$ cat src/rtl/int_arbiter.sv
// Fixed-priority interrupt arbiter: lowest eligible index wins, IDLE/PENDING/ACK handshake with the CPU.
// Optional macro INT_ARBITER_NEST_EN allows higher-priority sources to preempt in-service ones.
module int_arbiter #(
    parameter int NUM_INT = 8,
    parameter int VEC_W   = 5
) (
    input  logic               clk_i,
    input  logic               rst_i,
    input  logic [NUM_INT-1:0] int_i,
    output logic [NUM_INT-1:0] int_ack_o,
    input  logic [NUM_INT-1:0] int_en_i,
    input  logic               gie_i,
    output logic               irq_o,
    output logic [VEC_W-1:0]   vector_o,
    input  logic               cpu_ack_i,
    input  logic               reti_i,
    output logic [NUM_INT-1:0] isr_o
);

    typedef enum logic [1:0] {IDLE, PENDING, ACK} state_t;

    state_t             state_q, state_d;
    logic [VEC_W-1:0]   vec_q, vec_d;
    logic [NUM_INT-1:0] isr_q, isr_d;
    logic [NUM_INT-1:0] isr_low;
    logic [NUM_INT-1:0] unblocked;
    logic [NUM_INT-1:0] eligible;
    logic [NUM_INT-1:0] vec_oh;

    function automatic logic [VEC_W-1:0] lowest_idx(input logic [NUM_INT-1:0] v);
        logic [VEC_W-1:0] idx;
        idx = '0;
        for (int i = NUM_INT - 1; i >= 0; i--) begin
            if (v[i]) idx = VEC_W'(i);
        end
        return idx;
    endfunction

    // Isolate the lowest set in-service bit (highest-priority active handler).
    assign isr_low = isr_q & (~isr_q + NUM_INT'(1));

`ifdef INT_ARBITER_NEST_EN
    assign unblocked = (isr_q == '0) ? '1 : (isr_low - NUM_INT'(1));
`else
    assign unblocked = (isr_q == '0) ? '1 : '0;
`endif

    assign eligible = int_i & int_en_i & {NUM_INT{gie_i}} & unblocked;
    assign vec_oh   = NUM_INT'(1) << vec_q;

    always_comb begin
        state_d = state_q;
        vec_d   = vec_q;
        isr_d   = isr_q;
        if (reti_i) isr_d = isr_q & ~isr_low;
        case (state_q)
            IDLE: begin
                if (|eligible) begin
                    state_d = PENDING;
                    vec_d   = lowest_idx(eligible);
                end
            end
            PENDING: begin
                // CPU acceptance beats a simultaneous withdrawal of the source.
                if (cpu_ack_i) begin
                    state_d = ACK;
                    isr_d   = isr_d | vec_oh;
                end else if (!(|(eligible & vec_oh))) begin
                    state_d = IDLE;
                end
            end
            ACK:     state_d = IDLE;
            default: state_d = IDLE;
        endcase
    end

    always_ff @(posedge clk_i or negedge rst_i) begin
        if (!rst_i) begin
            state_q <= IDLE;
            vec_q   <= '0;
            isr_q   <= '0;
        end else begin
            state_q <= state_d;
            vec_q   <= vec_d;
            isr_q   <= isr_d;
        end
    end

    assign irq_o     = (state_q == PENDING);
    assign int_ack_o = (state_q == ACK) ? vec_oh : '0;
    assign vector_o  = vec_q;
    assign isr_o     = isr_q;

endmodule
$ cat config.mk
export PLATFORM = sky130hd
export DESIGN_NAME = int_arbiter
export DESIGN_NICKNAME = d
export VERILOG_FILES = /design/src/rtl/int_arbiter.sv
export SDC_FILE = /design/constraint.sdc
export NUM_CORES = 1
export LEC_CHECK = 0
export BUFFER_PORTS_ARGS = -buffer_cell sky130_fd_sc_hd__buf_2
export CAP_MARGIN = 5
export CORE_MARGIN = 1.5
export CORE_UTILIZATION = 40
export CTS_CLUSTER_DIAMETER = 80
export CTS_CLUSTER_SIZE = 20
export DETAILED_ROUTE_END_ITERATION = 12
export GPL_TIMING_DRIVEN = 0
export PLACE_DENSITY = 0.74
export REMOVE_ABC_BUFFERS = 1
export SLEW_MARGIN = 20
export SYNTH_ARGS = -nofsm -noshare
export SYNTH_HDL_FRONTEND = slang
export SYNTH_SLANG_ARGS = --single-unit
$ cat constraint.sdc
create_clock -name clk_i -period 4.8 [get_ports clk_i]
set_clock_uncertainty 0.15 [all_clocks]
set_input_delay 0.96 -clock clk_i [delete_from_list [all_inputs] [get_ports clk_i]]
set_output_delay 0.96 -clock clk_i [all_outputs]
set_load 0.05 [all_outputs]
==> impl_metrics.yaml, run 1 <==
run_status:
  status: "finished, final reports clean"
logic_synthesis:
  syn_inst: 105
  synth-edff-count: 0
  synthTopCellsByCount: "nand2_1, dfrtp_1, nand3_1, o21ai_1, o21ai_0"
  async_flop_share: 1.00
  netlist_area_um2: 846
  synth.most_common_cell: "nand2_1"
  syn_area_per_cell_um2: 8.06
  ys_ff_latch: 13
  synth-seq-area-share: 0.385
  synth_top_area_share: 0.385
  synthTopCellsByArea: "dfrtp_1, nand2_1, nand3_1"
  synth_warnings: 0
  synth_top_flop_cell: "dfrtp_1"
  synth_cell_types: 36
  post-synth-top-area-cell: "dfrtp_1"
detailed_routing:
  wl_per_cell_um: 12.1
  drt_iter0_markers: 27
  routed_via_density: 5.43
  drc_errors: 0
  ant_nets: 0
  routed_wl_um: 2080
  first_pass_iters: 4
  vias: 934
cts:
  postCtsHoldBufs: 0
  clock-root-buffer: "clkbuf_4"
  clkLatencyLatePin_ns: 0.27
  cts.clk_slew.worst_paths_ns: 0.08
  post_cts_resized: 0
  h-tree-depth: 1
  clockBufferDepth: 2
  cts_setup_buffers: 0
  cts_made_buffers: 3
  cts_tree: "built"
  clock_sinks: 13
sta:
  report.final.slew_viol_count: 0
  hold_viol_final: 0
  period_share: 0.582
  layout_min_cycle_time_ns: 2.79
  fmax_ghz: 0.358
  tightest_slew_ns: 0.521
  max_slew_margin: 0.653
  final.setup.tns_ns: 0
  holdWs_ns: 0.382
  setup-violations-final: 0
  rsz0062_at_grt: "false"
floorplan:
  dieArea_um2: 2400
  ios: 43
  core-area_um2: 1980
  die_w_um: 49.0
  dieHeight_um: 49.0
  num_rows: 16
  start_util: 0.427
cells_and_area:
  diodes: 0
  fin_area_um2: 1080
  layout-drive-gt1-share: 0.345
  area_growth_pct: 28.1
  multi_input_area_um2: 475
  fin_cells: 172
  seq_area_um2: 325
  fillers: 191
  nNetsFinal: 167
worst_setup_path:
  cp_data_required_time_ns: 3.69
  critPathArrivalTime_ns: 1.68
  worst_setup_path_start_kind: "register"
  cp-end-kind: "output port"
  critPathKind: "register to output port"
  crit_fanout: 14
pwr:
  p_per_area_nw_per_um2: 541
  p_leak_uw: 0.000549
  peakVddDrop_v: 0.000320
  finalPower_uw: 586
flow_run:
  drv_cap: 0
global_route:
  first_global_vias: 850
  antenna_found_initial: 0
  grt_max_degree: 18
  gr-total-overflow: 0
  grt_pass1_wl_um: 3500
  track_usage: 0.186
placed_design:
  port_buffers: 40
  gp_congestion: 0.799
  dp_hpwl_um: 1630
  post_dp_cell_area_um2: 1060
  dp_cells: 168
worst_hold_path:
  timing.hold.worst.class: "register to register"
metal layers:
| metal | part of all wire | vias up | GRT usage |
|---|---|---|---|
| li1 | - | 462 | - |
| met1 | 0.45 | 420 | 0.242 |
| met2 | 0.47 | 52 | 0.306 |
| met3 | 0.089 | 0 | 0.0399 |
| met4 | 0 | 0 | 0.0667 |
| met5 | 0 | - | 0 |
worst max-delay path, stage by stage (launching register included):
cell	delay [ns]
dfrtp_1	0.60
nor2b_1	0.21
inv_2	0.07
nor3_1	0.23
buf_2	0.31
power by group:
part	total, uW	leakage, uW	internal [uW]	switching, uW
Clock	64.6	0.0000150	32.1	32.5
Sequential	207	0.000174	137	70.3
Combinational	314	0.000359	99.0	215
Total	586	0.000549	268	317
cells in the final DEF (no fill, tap or decap), types with 5 or more instances in the layout:
cell	count
nand2_1	15
nor2_1	5
buf_2	40
a21oi_1	5
o21ai_1	7
nor3_1	5
o21ai_0	6
dfrtp_1	13
nand3_1	7
metrics by stage:
stage / worst slack [ns] / util
finish: 2.01 / 0.547
global route: 1.89 / 0.547
CTS: 2.01 / 0.547
detailed placement: 2.23 / 0.533
global placement: 2.23 / 0.533
floorplan: 1.38 / -
logic make-up after synthesis:
logic type	Yosys count	synth area share
multiplexers	1	0.0118
AO/OA/AOI/OAI	31	0.231
other	1	0.00443
flip-flops	13	0.385
AND/OR/NAND/NOR	48	0.311
buffers and inverters	11	0.0577
registers in the layout, indices dropped and copies added (netlist names):
| name | cells |
|---|---|
| state_q | 2 |
| isr_o | 8 |
| vector_o | 3 |
area by class of cell:
class | instances | share of cell area
sequential | 13 | 0.300
timing repair buffer | 40 | 0.185
tap | 27 | 0.0312
clock buffer | 4 | 0.0242
multi-input combinational | 82 | 0.439
inverter | 6 | 0.0208
final timing paths:
path / start / endpoint / slack (ns) / depth (start not counted)
setup / recovery: vector_o[1] / int_ack_o[3] / 2.01 / 4
min in group asynchronous: rst_i / isr_o[0] / 0.41 / 1
max in group asynchronous: rst_i / isr_o[4] / 3.86 / 1
hold reg to reg: isr_o[2] / isr_o[2] / 0.38 / 2
hold / removal: isr_o[2] / isr_o[2] / 0.38 / 2
setup reg to reg: isr_o[3] / vector_o[0] / 2.71 / 5
No activity file was read; power rests on OpenSTA's default activity.
==> inputs of run 2 (changes only) <==
- PLACE_DENSITY: 0.74 -> 0.77
- clock period: 4.8 -> 2.4 ns (I/O delays scaled with it)
==> run 2 against run 1 <==
Net effect:
- worst setup slack worse by 1.9 ns
- cell count is 0.58% higher
- design area is 1.0% higher
- via count is 4.3% higher
==> impl_metrics.yaml, run 2 (same netlist as run 1, synthesis figures left out) <==
flow_run:
  drv_cap: 0
global_route:
  grt_max_degree: 18
  track_usage: 0.192
  first_global_vias: 844
  gr-total-overflow: 0
  grt_pass1_wl_um: 3580
  antenna_found_initial: 0
sta:
  holdWs_ns: 0.240
  tightest_slew_ns: 0.511
  layout_min_cycle_time_ns: 2.26
  setup-violations-final: 0
  rsz0062_at_grt: "false"
  fmax_ghz: 0.442
  final.setup.tns_ns: 0
  report.final.slew_viol_count: 0
  hold_viol_final: 0
  max_slew_margin: 0.659
  period_share: 0.943
floorplan:
  core-area_um2: 1980
  dieHeight_um: 49.0
  num_rows: 16
  die_w_um: 49.0
  start_util: 0.427
  dieArea_um2: 2400
  ios: 43
detailed_routing:
  first_pass_iters: 4
  vias: 974
  wl_per_cell_um: 12.6
  routed_via_density: 5.63
  drt_iter0_markers: 28
  drc_errors: 0
  ant_nets: 0
  routed_wl_um: 2180
run_status:
  status: "finished, final reports clean"
pwr:
  p_leak_uw: 0.000552
  p_int_uw: 540
  p_per_area_nw_per_um2: 1080
  finalPower_uw: 1180
  p_sw_uw: 640
  sw_frac_of_total: 0.542
  seqPwrFrac: 0.354
  clkPwrFrac: 0.116
  peakVddDrop_v: 0.000463
  comb_power_share: 0.530
worst_setup_path:
  crit_fanout: 17
  worst_setup_path_start_kind: "register"
  cp_data_required_time_ns: 1.77
  cp-end-kind: "output port"
  critPathArrivalTime_ns: 1.63
  critPathKind: "register to output port"
cells_and_area:
  mostFrequentLayoutCell: "buf_2"
  largest_reg_flops: 8
  fin_area_um2: 1090
  nNetsFinal: 168
  diodes: 0
  layout_common_cells: "buf_2, nand2_1, dfrtp_1, o21ai_1, nand3_1"
  area_growth_pct: 29.4
  layout-drive-gt1-share: 0.349
  fillers: 200
cts:
  clock-root-buffer: "clkbuf_4"
  h-tree-depth: 1
  cts.clk_slew.worst_paths_ns: 0.08
  cts_setup_buffers: 0
  cts_tree: "built"
  clkLatencyLatePin_ns: 0.28
  cts_made_buffers: 3
  clockBufferDepth: 2
  clock_sinks: 13
placed_design:
  dp_hpwl_um: 1720
  port_buffers: 40
  post_dp_cell_area_um2: 1060
  gp_congestion: 0.831
worst_hold_path:
  timing.hold.worst.class: "input pin to register"
==> run 2: cell types whose count changed in the layout (fill, tap and decap cells not counted), sizes merged <==
cell,change
dlygate4sd3,+1
==> run 2: power groups by stage <==
| stage | Sequential, uW | Clock [uW] | Combinational [uW] |
|---|---|---|---|
| 4_1_cts | 412 | 136 | 627 |
| 6_report | 418 | 137 | 626 |
| 2_1_floorplan | 546 | 0 | 328 |
| 3_3_place_gp | 412 | 0 | 618 |
| 5_1_grt | 435 | 149 | 673 |
| 3_5_place_dp | 415 | 0 | 624 |
==> run 2: area by class of cell <==
| class | instances | area [um^2] | share of cell area |
|---|---|---|---|
| multi-input combinational | 82 | 475 | 0.434 |
| sequential | 13 | 327 | 0.298 |
| timing repair buffer | 41 | 210 | 0.192 |
| tap | 27 | 33.8 | 0.0309 |
| clock buffer | 4 | 26.3 | 0.0240 |
| inverter | 6 | 22.5 | 0.0206 |
==> run 2: per-layer routing <==
layer,vias up,GRT usage,routed length [um]
li1,467,-,-
met1,462,0.225,944
met2,42,0.349,1040
met3,3,0.0399,163
met4,0,0.0571,23
met5,-,0,0
==> run 2: metrics by stage <==
step,utilization,worst slack (ns),std cells
after floorplan,-,-0.538,101
after global placement,0.533,0.317,168
after detailed placement,0.533,0.302,168
after CTS,0.552,0.122,173
after global routing,0.552,0.0332,173
final,0.552,0.136,173
==> run 2: critical path, cell delays in order (launching register included) <==
cell and delay (ns):
dfrtp_1 0.57, nor2b_1 0.21, inv_2 0.06, nor3_1 0.21, buf_2 0.30
==> run 2: what timing repair did <==
| action | CTS | global route |
|---|---|---|
| endpoints found under the hold margin | 13 | 0 |
| endpoints found under the setup margin | 0 | 1 |
| hold buffers | 1 | 0 |
| gates resized for setup | 0 | 1 |
==> run 2: path summary, 6_finish.rpt <==
kind,startpoint,slack (ns),end,depth (start not counted)
setup / recovery,vector_o[2],0.14,int_ack_o[2],4
hold / removal,cpu_ack_i,0.24,state_q[0],2
setup reg to reg,isr_o[3],0.34,vector_o[0],5
hold reg to reg,isr_o[7],0.38,isr_o[7],2
max in group asynchronous,rst_i,1.39,vector_o[1],2
min in group asynchronous,rst_i,0.45,isr_o[2],2
==> inputs of run 3 (changes only) <==
- CELL_PAD_IN_SITES_DETAIL_PLACEMENT: unset -> 1
- CELL_PAD_IN_SITES_GLOBAL_PLACEMENT: unset -> 1
- CORE_ASPECT_RATIO: unset -> 2
- CORE_UTILIZATION: 40 -> 28
==> run 3 against run 2 <==
Net effect:
- design area up 1.9%
- first-iteration DRC count down 64%
- via count up 0.21%
- clock-buffer cell count unchanged
- largest power group unchanged
- core utilization down 17 points
- worst setup slack better by 0.0090 ns
- worst hold slack better by 0.051 ns
- critical path depth unchanged
- maximum frequency up 0.40%
- wire length up 23%
- sequential cell count unchanged
==> impl_metrics.yaml, run 3 (same netlist as run 1, synthesis figures left out) <==
run_status:
  status: "finished, final reports clean"
detailed_routing:
  drc_errors: 0
  ant_nets: 0
  wl_per_cell_um: 15.3
  wl_met3_um: 166
  routed_wl_um: 2690
  vias: 976
  top_layer: "met4"
  routed_via_density: 5.55
  met1_length_um: 924
  route.met2.wl_um: 1470
  drt_iter0_markers: 10
  first_pass_iters: 4
pwr:
  p_int_uw: 591
  p_sw_uw: 673
  comb_power_share: 0.513
  clkPwrFrac: 0.152
  peakVddDrop_v: 0.000335
  seqPwrFrac: 0.335
  sw_frac_of_total: 0.532
  p_per_area_nw_per_um2: 1130
  p_leak_uw: 0.000560
cts:
  clkLatencyLatePin_ns: 0.24
  clock-root-buffer: "clkbuf_8"
  cts_setup_buffers: 0
  clockBufferDepth: 2
  cts_made_buffers: 3
  cts_tree: "built"
  h-tree-depth: 1
  post_cts_resized: 0
  postCtsHoldBufs: 1
  clock_sinks: 13
  cts.clk_slew.worst_paths_ns: 0.06
worst_setup_path:
  crit_fanout: 14
  reg2reg_to: "vector_o[0]"
  r2r_setup_slack_ns: 0.30
  cp-end-kind: "output port"
  r2r_start: "isr_o[3]"
  critPathArrivalTime_ns: 1.62
  slowest_delay_ns: 0.61
  worst_setup_path_start_kind: "register"
  cp_data_required_time_ns: 1.77
  cpMaxStageDelayCell: "dfrtp_1"
  critPathKind: "register to output port"
  worstRegToRegCells: 5
  worstPathCellList: "nor2b_1, inv_2, nor3_1, buf_2"
  worst_path_dominant_cell_family: "flip-flops"
  crit_buf_inv: 2
placed_design:
  post_dp_cell_area_um2: 1060
  gp_congestion: 0.802
  dp_hpwl_um: 2220
  port_buffers: 40
worst_hold_path:
  timing.hold.worst.class: "input pin to register"
  worstHoldPathCells: 2
  hp-start: "cpu_ack_i"
  worstHoldEndpoint: "state_q[0]"
cells_and_area:
  largest_reg_flops: 8
  layout_common_cells: "buf_2, nand2_1, dfrtp_1, o21ai_1, nand3_1"
  area_growth_pct: 32.0
  layout-drive-gt1-share: 0.342
  multi_input_area_um2: 475
  seq_area_um2: 325
  fillers: 391
  fin_area_um2: 1120
  nNetsFinal: 168
  diodes: 0
  mostFrequentLayoutCell: "buf_2"
sta:
  rsz0062_at_grt: "false"
  hold_viol_final: 0
  holdWs_ns: 0.291
  tightest_slew_ns: 0.537
  layout_min_cycle_time_ns: 2.25
  period_share: 0.939
  fmax_ghz: 0.444
  max_slew_margin: 0.642
  report.final.slew_viol_count: 0
  setup-violations-final: 0
global_route:
  track_usage: 0.181
  grt_max_degree: 18
  antenna_found_initial: 0
  gr-total-overflow: 0
  grt_pass1_wl_um: 4590
  first_global_vias: 1058
floorplan:
  start_util: 0.291
  num_rows: 28
  dieArea_um2: 3380
  dieHeight_um: 80.7
  core-area_um2: 2910
  die_w_um: 41.9
  ios: 43
flow_run:
  drv_cap: 0
run 3: cell types whose count changed in the layout (fill, tap and decap cells not counted):
cell,change
clkbuf_4,-3
clkbuf_8,+3
dfrtp_1,+1
dfrtp_2,-1
run 3: how the worst max path moves through the flow:
stage,start,end,depth (start not counted)
4_1_cts,vector_o[1],int_ack_o[3],4
6_report,vector_o[1],int_ack_o[3],4
5_1_grt,vector_o[1],int_ack_o[3],4
3_5_place_dp,isr_o[3],vector_o[0],5
2_1_floorplan,vector_o[0],int_ack_o[0],1
3_3_place_gp,gie_i,vector_o[0],6
run 3: area by class of cell:
cell class / count / area share
inverter: 6 / 0.0202
timing repair buffer: 41 / 0.188
tap: 30 / 0.0336
multi-input combinational: 82 / 0.426
sequential: 13 / 0.291
clock buffer: 4 / 0.0404
run 3: power groups by stage:
| stage | registers, uW | clock network [uW] | logic, uW |
|---|---|---|---|
| floorplan | 546 | 0 | 328 |
| global placement | 421 | 0 | 633 |
| detailed placement | 423 | 0 | 651 |
| CTS | 420 | 198 | 654 |
| global route | 441 | 209 | 689 |
| finish | 423 | 192 | 649 |
run 3: routing by layer:
layer / GRT usage / vias up
li1: - / 466
met1: 0.165 / 457
met2: 0.338 / 43
met3: 0.0337 / 10
met4: 0.139 / 0
met5: 0 / -
run 3: metrics by stage:
step / TNS (ns) / util / std cells / power [uW] / worst slack [ns]
final: 0 / 0.384 / 176 / 1260 / 0.145
after CTS: 0 / 0.384 / 176 / 1270 / 0.128
after global routing: 0 / 0.384 / 176 / 1340 / 0.0336
after detailed placement: 0 / 0.365 / 171 / 1070 / 0.292
after floorplan: -1.85 / - / 101 / 874 / -0.538
after global placement: 0 / 0.365 / 171 / 1050 / 0.300
